## config.mk

```make
export PLATFORM = sky130hd
export DESIGN_NAME = gb_interrupt_ctrl
export DESIGN_NICKNAME = d
export VERILOG_FILES = /design/src/rtl/gb_interrupt_ctrl.sv
export SDC_FILE = /design/constraint.sdc
export NUM_CORES = 1
export LEC_CHECK = 0
export CORE_MARGIN = 1
export CORE_UTILIZATION = 47
export CTS_CLUSTER_SIZE = 20
export DETAILED_ROUTE_END_ITERATION = 10
export PLACE_DENSITY_LB_ADDON = 0.1
export SKIP_LAST_GASP = 1
export SLEW_MARGIN = 20
export SYNTH_ARGS = -nofsm -noshare
export SYNTH_HDL_FRONTEND = slang
export SYNTH_SLANG_ARGS = --single-unit
```

## constraint.sdc

```tcl
create_clock -name clk_i -period 6.65 [get_ports clk_i]
set_input_delay 1.33 -clock clk_i [delete_from_list [all_inputs] [get_ports clk_i]]
set_output_delay 1.33 -clock clk_i [all_outputs]
set_load 0.005 [all_outputs]
```

## src/rtl/gb_interrupt_ctrl.sv

```systemverilog
// Game Boy interrupt controller: IF/IE registers, IME/EI/DI/RETI handling and
// the five M-cycle dispatch sequence (push PC, clear serviced IF bit, jump to vector).
module gb_interrupt_ctrl #(
  parameter int          NUM_IRQ  = 5,
  parameter logic [15:0] VEC_BASE = 16'h0040
) (
  input  logic               clk_i,
  input  logic               rst_i,
  input  logic               m_tick_i,
  input  logic [NUM_IRQ-1:0] irq_req_i,
  input  logic [15:0]        bus_addr_i,
  input  logic               bus_we_i,
  input  logic [7:0]         bus_wdata_i,
  output logic [7:0]         bus_rdata_o,
  input  logic               cpu_boundary_i,
  input  logic               cpu_ei_i,
  input  logic               cpu_di_i,
  input  logic               cpu_reti_i,
  input  logic [15:0]        pc_in_i,
  input  logic [15:0]        sp_in_i,
  output logic               ime_o,
  output logic               halt_wake_o,
  output logic               dispatch_busy_o,
  output logic               push_we_o,
  output logic [15:0]        push_addr_o,
  output logic [7:0]         push_data_o,
  output logic               pc_load_o,
  output logic [15:0]        pc_value_o,
  output logic               sp_load_o,
  output logic [15:0]        sp_value_o
);

  localparam logic [2:0] S_IDLE    = 3'd0;
  localparam logic [2:0] S_WAIT1   = 3'd1;
  localparam logic [2:0] S_WAIT2   = 3'd2;
  localparam logic [2:0] S_PUSH_HI = 3'd3;
  localparam logic [2:0] S_PUSH_LO = 3'd4;
  localparam logic [2:0] S_JUMP    = 3'd5;

  logic [2:0]         state_q, state_d;
  logic [NUM_IRQ-1:0] if_q, if_d;
  logic [7:0]         ie_q, ie_d;
  logic               ime_q, ime_d;
  logic               eip_q, eip_d;
  logic [15:0]        pc_q, pc_d;
  logic [15:0]        sp_q, sp_d;
  logic [15:0]        vec_q, vec_d;

  logic [NUM_IRQ-1:0] pending_s;
  logic [NUM_IRQ-1:0] sel_mask_s;
  logic [15:0]        sel_vec_s;
  logic               start_s;
  logic               clr_s;

  // Lowest pending source as a one-hot mask and its vector (0 when nothing pending).
  always_comb begin
    pending_s  = ie_q[NUM_IRQ-1:0] & if_q;
    sel_mask_s = pending_s & (~pending_s + {{(NUM_IRQ-1){1'b0}}, 1'b1});
    sel_vec_s  = 16'h0000;
    for (int i = 0; i < NUM_IRQ; i++) begin
      sel_vec_s = sel_vec_s | ({16{sel_mask_s[i]}} & (VEC_BASE + 16'(8 * i)));
    end
  end

  assign start_s = (state_q == S_IDLE) && m_tick_i && cpu_boundary_i && ime_q && !eip_q
                   && (pending_s != '0);
  assign clr_s   = (state_q == S_PUSH_LO) && m_tick_i;

  // IF/IE next state: bus write, then dispatch clear, then new requests win.
  always_comb begin
    if_d = if_q;
    ie_d = ie_q;
    case ({bus_we_i, bus_addr_i})
      {1'b1, 16'hFF0F}: if_d = bus_wdata_i[NUM_IRQ-1:0];
      {1'b1, 16'hFFFF}: ie_d = bus_wdata_i;
      default:          ie_d = ie_q;
    endcase
    if_d = if_d & ~(sel_mask_s & {NUM_IRQ{clr_s}});
    if_d = if_d | irq_req_i;
  end

  // IME / EI-delay bookkeeping and dispatch FSM.
  always_comb begin
    state_d = state_q;
    ime_d   = ime_q;
    eip_d   = eip_q;
    pc_d    = pc_q;
    sp_d    = sp_q;
    vec_d   = vec_q;
    if (m_tick_i) begin
      if (cpu_di_i) begin
        ime_d = 1'b0;
        eip_d = 1'b0;
      end else if (cpu_reti_i) begin
        ime_d = 1'b1;
        eip_d = eip_q | cpu_ei_i;
      end else if (cpu_ei_i) begin
        eip_d = 1'b1;
      end else if (cpu_boundary_i && eip_q) begin
        ime_d = 1'b1;
        eip_d = 1'b0;
      end else begin
        eip_d = eip_q;
      end
      case (state_q)
        S_IDLE: begin
          if (start_s) begin
            state_d = S_WAIT1;
            ime_d   = 1'b0;
            pc_d    = pc_in_i;
            sp_d    = sp_in_i;
          end else begin
            state_d = S_IDLE;
          end
        end
        S_WAIT1:   state_d = S_WAIT2;
        S_WAIT2:   state_d = S_PUSH_HI;
        S_PUSH_HI: state_d = S_PUSH_LO;
        S_PUSH_LO: begin
          state_d = S_JUMP;
          vec_d   = sel_vec_s;
        end
        S_JUMP:    state_d = S_IDLE;
        default:   state_d = S_IDLE;
      endcase
    end else begin
      state_d = state_q;
    end
  end

  // State registers with synchronous reset.
  always_ff @(posedge clk_i) begin
    if (rst_i) begin
      state_q <= S_IDLE;
      if_q    <= '0;
      ie_q    <= 8'h00;
      ime_q   <= 1'b0;
      eip_q   <= 1'b0;
      pc_q    <= 16'h0000;
      sp_q    <= 16'h0000;
      vec_q   <= 16'h0000;
    end else begin
      state_q <= state_d;
      if_q    <= if_d;
      ie_q    <= ie_d;
      ime_q   <= ime_d;
      eip_q   <= eip_d;
      pc_q    <= pc_d;
      sp_q    <= sp_d;
      vec_q   <= vec_d;
    end
  end

  // Register read mux and stack/PC/SP output drive.
  always_comb begin
    bus_rdata_o = 8'hFF;
    case (bus_addr_i)
      16'hFF0F: bus_rdata_o[NUM_IRQ-1:0] = if_q;
      16'hFFFF: bus_rdata_o = ie_q;
      default:  bus_rdata_o = 8'hFF;
    endcase
    push_we_o   = 1'b0;
    push_addr_o = 16'h0000;
    push_data_o = 8'h00;
    pc_load_o   = 1'b0;
    pc_value_o  = 16'h0000;
    sp_load_o   = 1'b0;
    sp_value_o  = 16'h0000;
    case (state_q)
      S_PUSH_HI: begin
        push_we_o   = m_tick_i;
        push_addr_o = sp_q - 16'd1;
        push_data_o = pc_q[15:8];
      end
      S_PUSH_LO: begin
        push_we_o   = m_tick_i;
        push_addr_o = sp_q - 16'd2;
        push_data_o = pc_q[7:0];
      end
      S_JUMP: begin
        pc_load_o  = m_tick_i;
        pc_value_o = vec_q;
        sp_load_o  = m_tick_i;
        sp_value_o = sp_q - 16'd2;
      end
      default: push_we_o = 1'b0;
    endcase
  end

  assign ime_o           = ime_q;
  assign halt_wake_o     = (pending_s != '0);
  assign dispatch_busy_o = (state_q != S_IDLE);

endmodule

```

=== After elaboration in Yosys (flattened, before gate mapping) ===
Index checks and enable logic that the tools add are counted.

* Word-level logic and storage cells: 69
* Bits in latches: 0
* Bits in writable memories: 0
* Bits of input ports: 69
* Register bits: 66
* Memories: 0
* Bits in read-only memories: 0
* Output and inout port bits: 70

* Eq/ne operators: 9
* Shift operators: 0
* Reduce and logical (&&, ||, !) cells: 16
* Add/sub/neg operators: 3
* $lt $le $gt $ge: 0
* Multipliers: 0
* Multiplexer cells: 21
* Bitwise gates (word level): 12
* Divide/modulo/power cells: 0

{| class="wikitable"
|+ Operators with widths
! operator !! number
|-
| 17-bit == test, second input constant || 2
|-
| 16-bit == test, second input constant || 2
|-
| 16-bit 2-to-1 mux || 2
|-
| 16-bit one-hot mux with 2 select lines || 1
|-
| 7-bit OR || 4
|-
| 5-bit bitwise AND || 4
|-
| 8-bit one-hot mux with 2 select lines || 1
|-
| 16-bit by 1-bit subtractor with 16-bit output, second input constant || 1
|-
| 16-bit by 2-bit subtractor with 16-bit output, second input constant || 1
|-
| 3-bit one-hot mux with 5 select lines || 1
|-
| 1-bit 2-to-1 mux || 13
|-
| 5-bit inverter || 2
|-
| 5-bit one-hot mux with 2 select lines || 1
|-
| 1-bit logical AND || 7
|-
| 3-bit by 2-bit == test with 1-bit output, second input constant || 2
|-
| 3-bit == test, second input constant || 2
|-
| 5-bit by 1-bit adder with 5-bit output, second input constant || 1
|-
| 5-bit 2-to-1 mux || 1
|-
| 5-bit OR || 1
|-
| 5-bit nonzero test || 1
|-
| 2-bit AND reduction || 2
|-
| 4-bit nonzero test || 1
|-
| 3-bit by 1-bit == test with 1-bit output, second input constant || 1
|-
| 3-bit zero test || 1
|-
| other kinds (6) || 6
|}

=== Longest topological paths before layout ===
* Depth in word-level cells: 8
* Gate-level depth with buffers: 7
* Depth with buffers taken out: 6

=== Worst setup path before layout ===
No wires, ideal clock.

* Path kind: input port to output port
* Start point: in bus_addr_i[11]
* End point: out bus_rdata_o[0]
* Cell stages on the path: 4
* Path slack: 2.789 ns
* Buffers on the path: 0
* Arrival: 2.531 ns
* Required time: 5.320 ns
* Cells stage by stage: nand4_1 > nor4_1 > a22oi_1 > nand2_1

* Longest elaborated chain between the ends: 2
* Elaborated cells on any way between the ends: 3
* Classes of those cells: eq/ne: 2; mux: 1

{| class="wikitable"
|+ Ends and longest elaborated chain
! item !! RTL line !! source
|-
| from (decl) || 11 || <nowiki>input logic [15:0] bus_addr_i,</nowiki>
|-
| 16-bit == test || 157 || <nowiki>case (bus_addr_i)</nowiki>
|-
| 5-bit one-hot mux with 2 select lines (*) || 157 ||
|-
| to (decl) || 14 || <nowiki>output logic [7:0] bus_rdata_o,</nowiki>
|}

Every way passes the cells marked *; elsewhere a longest branch is shown, timed or not.

=== Final worst setup path ===
* Start point: in bus_addr_i[5]
* End point: out bus_rdata_o[4]

Same word-level chain as after synthesis.

==> run_results.csv <==
group,metric,value,unit
outcome,outcome,"finished, final reports clean",
worst_setup_path,r2r_slack,4.10,ns
die,die_x,87.2,µm
yosys,ys_seq_elements,54,
min_path,hp-class,"flop to flop",
cts,cts_buffer_depth,2,
worst_setup_path,critPathMostFrequentCell,"clkdlybuf4s50_1",
drt,post_drt_via_cell_ratio,5.59,
yosys,synth_edf_count,0,
timing,post-route-period-util,76.8,%
drt,drtIter0Drc,196,
grt,antenna_found_initial,0,
drt,routed_wl,9.02,mm
worst_setup_path,worstPathMaxFanout,11,
die,die_area,0.00760,mm²
grt,grt-ovfl-total,0,
cts,cts_tree,"yes",
drt,drc,0,
timing,tns,0,ns
power,p_per_area,129,mW/mm²
power,switchingPower,131,µW
job,cap_violations,0,
die,die_h,87.2,µm
place,dpl.cell_count,607,
final_layout,antenna-diode-count,0,
timing,whs,0.462,ns
final_layout,synthToLayoutAreaGrowth,38.2,%
grt,grt_pass1_wl,14.9,mm
power,total_leakage_power,1.62,nW
yosys,synthCells,417,
cts,cts_root_buf,"clkbuf_8",
cts,cts_resized,0,
timing,maxSlewHeadroom,42.5,%
cts,cts_buffers,5,
timing,hold_viol,0,
yosys,avgSynthCellArea,8.18,µm²
place,gp_congestion,0.896,
cts,post_cts_buffers,0,
place,dp_hpwl,6.81,mm
drt,wl_per_cell,14.7,µm
power,ir_worst_vdd,0.0000922,V
worst_setup_path,r2r_cells,5,
worst_setup_path,end_kind,"primary output",
cts,holdBufCountCts,0,
worst_setup_path,cpPeakStageDelay,0.75,ns
worst_setup_path,critical_path_class,"input port to primary output",
cts,clk_latency,0.31,ns
min_path,hold_depth,2,
worst_setup_path,cp_cell_sequence,"clkdlybuf4s50_1, or4_1, nor4_2, a22oi_1, nand2_1, clkdlybuf4s50_1",
final_layout,layout.cells.non_filler,615,
final_layout,layout.nets,590,
cts,cts.sinks,54,
timing,tightest_slew,0.863,ns
timing,slew_violations,0,
die,core,0.00691,mm²
timing,finClkSkew,0.00539,ns
die,num_rows,30,
place,pre_cts_slack,1.49,ns
grt,grt_max_degree,50,
cts,cts-htree-levels,2,
timing,setup_ws,1.55,ns
power,power_frac_seq,54.2,%
yosys,yosys_warnings,0,
worst_setup_path,crit_arrival,3.77,ns
grt,grt_pass1_vias,3168,
drt,ant_nets,0,
yosys,synthArstFlopShare,0,%
yosys,yosys.cell_types.count,61,
die,pin_count,139,
timing,fin_crit,5.10,ns
worst_setup_path,slowest_stage,"or4_1",
timing,setup_violations,0,
yosys,seq_area_frac_synth,31.7,%
yosys,synth_flop_cell,"dfxtp_1",
cts,clkSlewWorstSetupHoldPaths,0.09,ns
power,power,610,µW
drt,firstDrtPassIters,5,
worst_setup_path,worstPathRequired,5.32,ns
power,combPwrFrac,10.1,%
final_layout,final_cell_mix,"clkdlybuf4s50_1 (125), nor2_1 (59), dfxtp_1 (54), mux2i_1 (33), nand2_1 (30)",
worst_setup_path,worst_setup_path_start_kind,"input port",
place,io_buffers,126,
timing,max_freq,0.196,GHz
grt,track_usage,24.4,%
yosys,syn_area,0.00341,mm²
power,p_clk_share,35.7,%
final_layout,drive_gt1_share,3.85,%
drt,dr_total_vias,3436,
power,switching_share,21.4,%
die,start_util,49.4,%
timing,rsz0062_at_grt,"no",
final_layout,mostFrequentLayoutCell,"clkdlybuf4s50_1",
power,internal_power,479,µW
-- path summary, 6_finish.rpt --
| path | startpoint | to |
|---|---|---|
| worst max-delay path | bus_addr_i[5] | bus_rdata_o[4] |
| worst min-delay path | vec_q[5]$_SDFFE_PP0P_ | vec_q[5]$_SDFFE_PP0P_ |
| worst max register to register | state_q[0]$_SDFFE_PP0P_ | pc_q[11]$_SDFFE_PP0P_ |
| worst min register to register | vec_q[5]$_SDFFE_PP0P_ | vec_q[5]$_SDFFE_PP0P_ |
-- Yosys cell counts, drive strengths merged, types with 4 or more instances --
| cell type | n | area share, % |
|---|---|---|
| a22o | 9 | 2.3 |
| a22oi | 6 | 1.3 |
| or4 | 5 | 1.1 |
| mux2i | 33 | 9.7 |
| a311oi | 5 | 1.8 |
| nand3 | 19 | 2.8 |
| nand4 | 8 | 1.5 |
| o22ai | 6 | 1.1 |
| nand2b | 6 | 1.1 |
| nor3b | 4 | 1.4 |
| o2111ai | 5 | 1.3 |
| a21oi | 20 | 2.9 |
| and2 | 9 | 1.7 |
| nor4 | 9 | 2.6 |
| dfxtp | 54 | 32 |
| xnor2 | 11 | 2.8 |
| nor3 | 9 | 1.3 |
| nor2 | 59 | 6.5 |
| o21ai | 13 | 1.9 |
| clkbuf | 24 | 2.6 |
| buf | 21 | 4.6 |
| inv | 5 | 0.55 |
| nand2 | 30 | 3.3 |
| o311ai | 5 | 1.3 |
-- final cells by class --
class                      instances  area [µm²]
inverter                           5        18.8
fill                             606        2190
clock buffer                       6        72.6
tap                               96         120
clock inverter                     2        37.5
multi-input combinational        324        2110
timing repair buffer             128        1270
sequential                        54        1080
-- metrics by stage --
stage / cell area [µm²] / util, %
global placement: 4600 / 66.6
CTS: 4710 / 68.2
detailed placement: 4600 / 66.6
finish: 4710 / 68.2
floorplan: 3450 / -
global route: 4710 / 68.2
-- registers in the layout, summed over array words and instances (netlist names) --
register  count
pc_q         16
ie_q          8
state_q       3
ime_o         1
eip_q         1
if_q          5
sp_q         16
vec_q         4
-- power by group through the flow --
stage          Sequential (mW)  Clock [mW]  Combinational [mW]
2_1_floorplan            0.337           0              0.0220
3_3_place_gp             0.338           0              0.0606
3_5_place_dp             0.338           0              0.0616
4_1_cts                  0.331       0.222              0.0618
5_1_grt                  0.332       0.237              0.0670
6_report                 0.331       0.218              0.0617
-- cells by family after synthesis --
family	after synthesis	share of synthesized area [%]
other	1	0.110
AOI/OAI and AO/OA	87	18.5
buffers and inverters	50	7.74
muxes	33	9.69
xor gates and xnor gates	12	3.08
adders and majority gates	3	1.10
DFF	54	31.7
and+or+nand+nor	177	28.1
-- routing by layer --
metal,vias to the layer above,part of all wire (%),track usage [%],wire [µm]
li1,1707,-,-,-
met1,1597,44,31.7,3990
met2,122,49,41.4,4400
met3,10,5.8,5.40,524
met4,0,1.2,5.22,106
met5,-,0,0,0
-- critical path: cells and delay by family --
family	cells	cell delay (ns)
compound gates	1	0.17
simple gates	3	1.36
buf+inv	2	0.92
(Power assumes the default switching activity.)
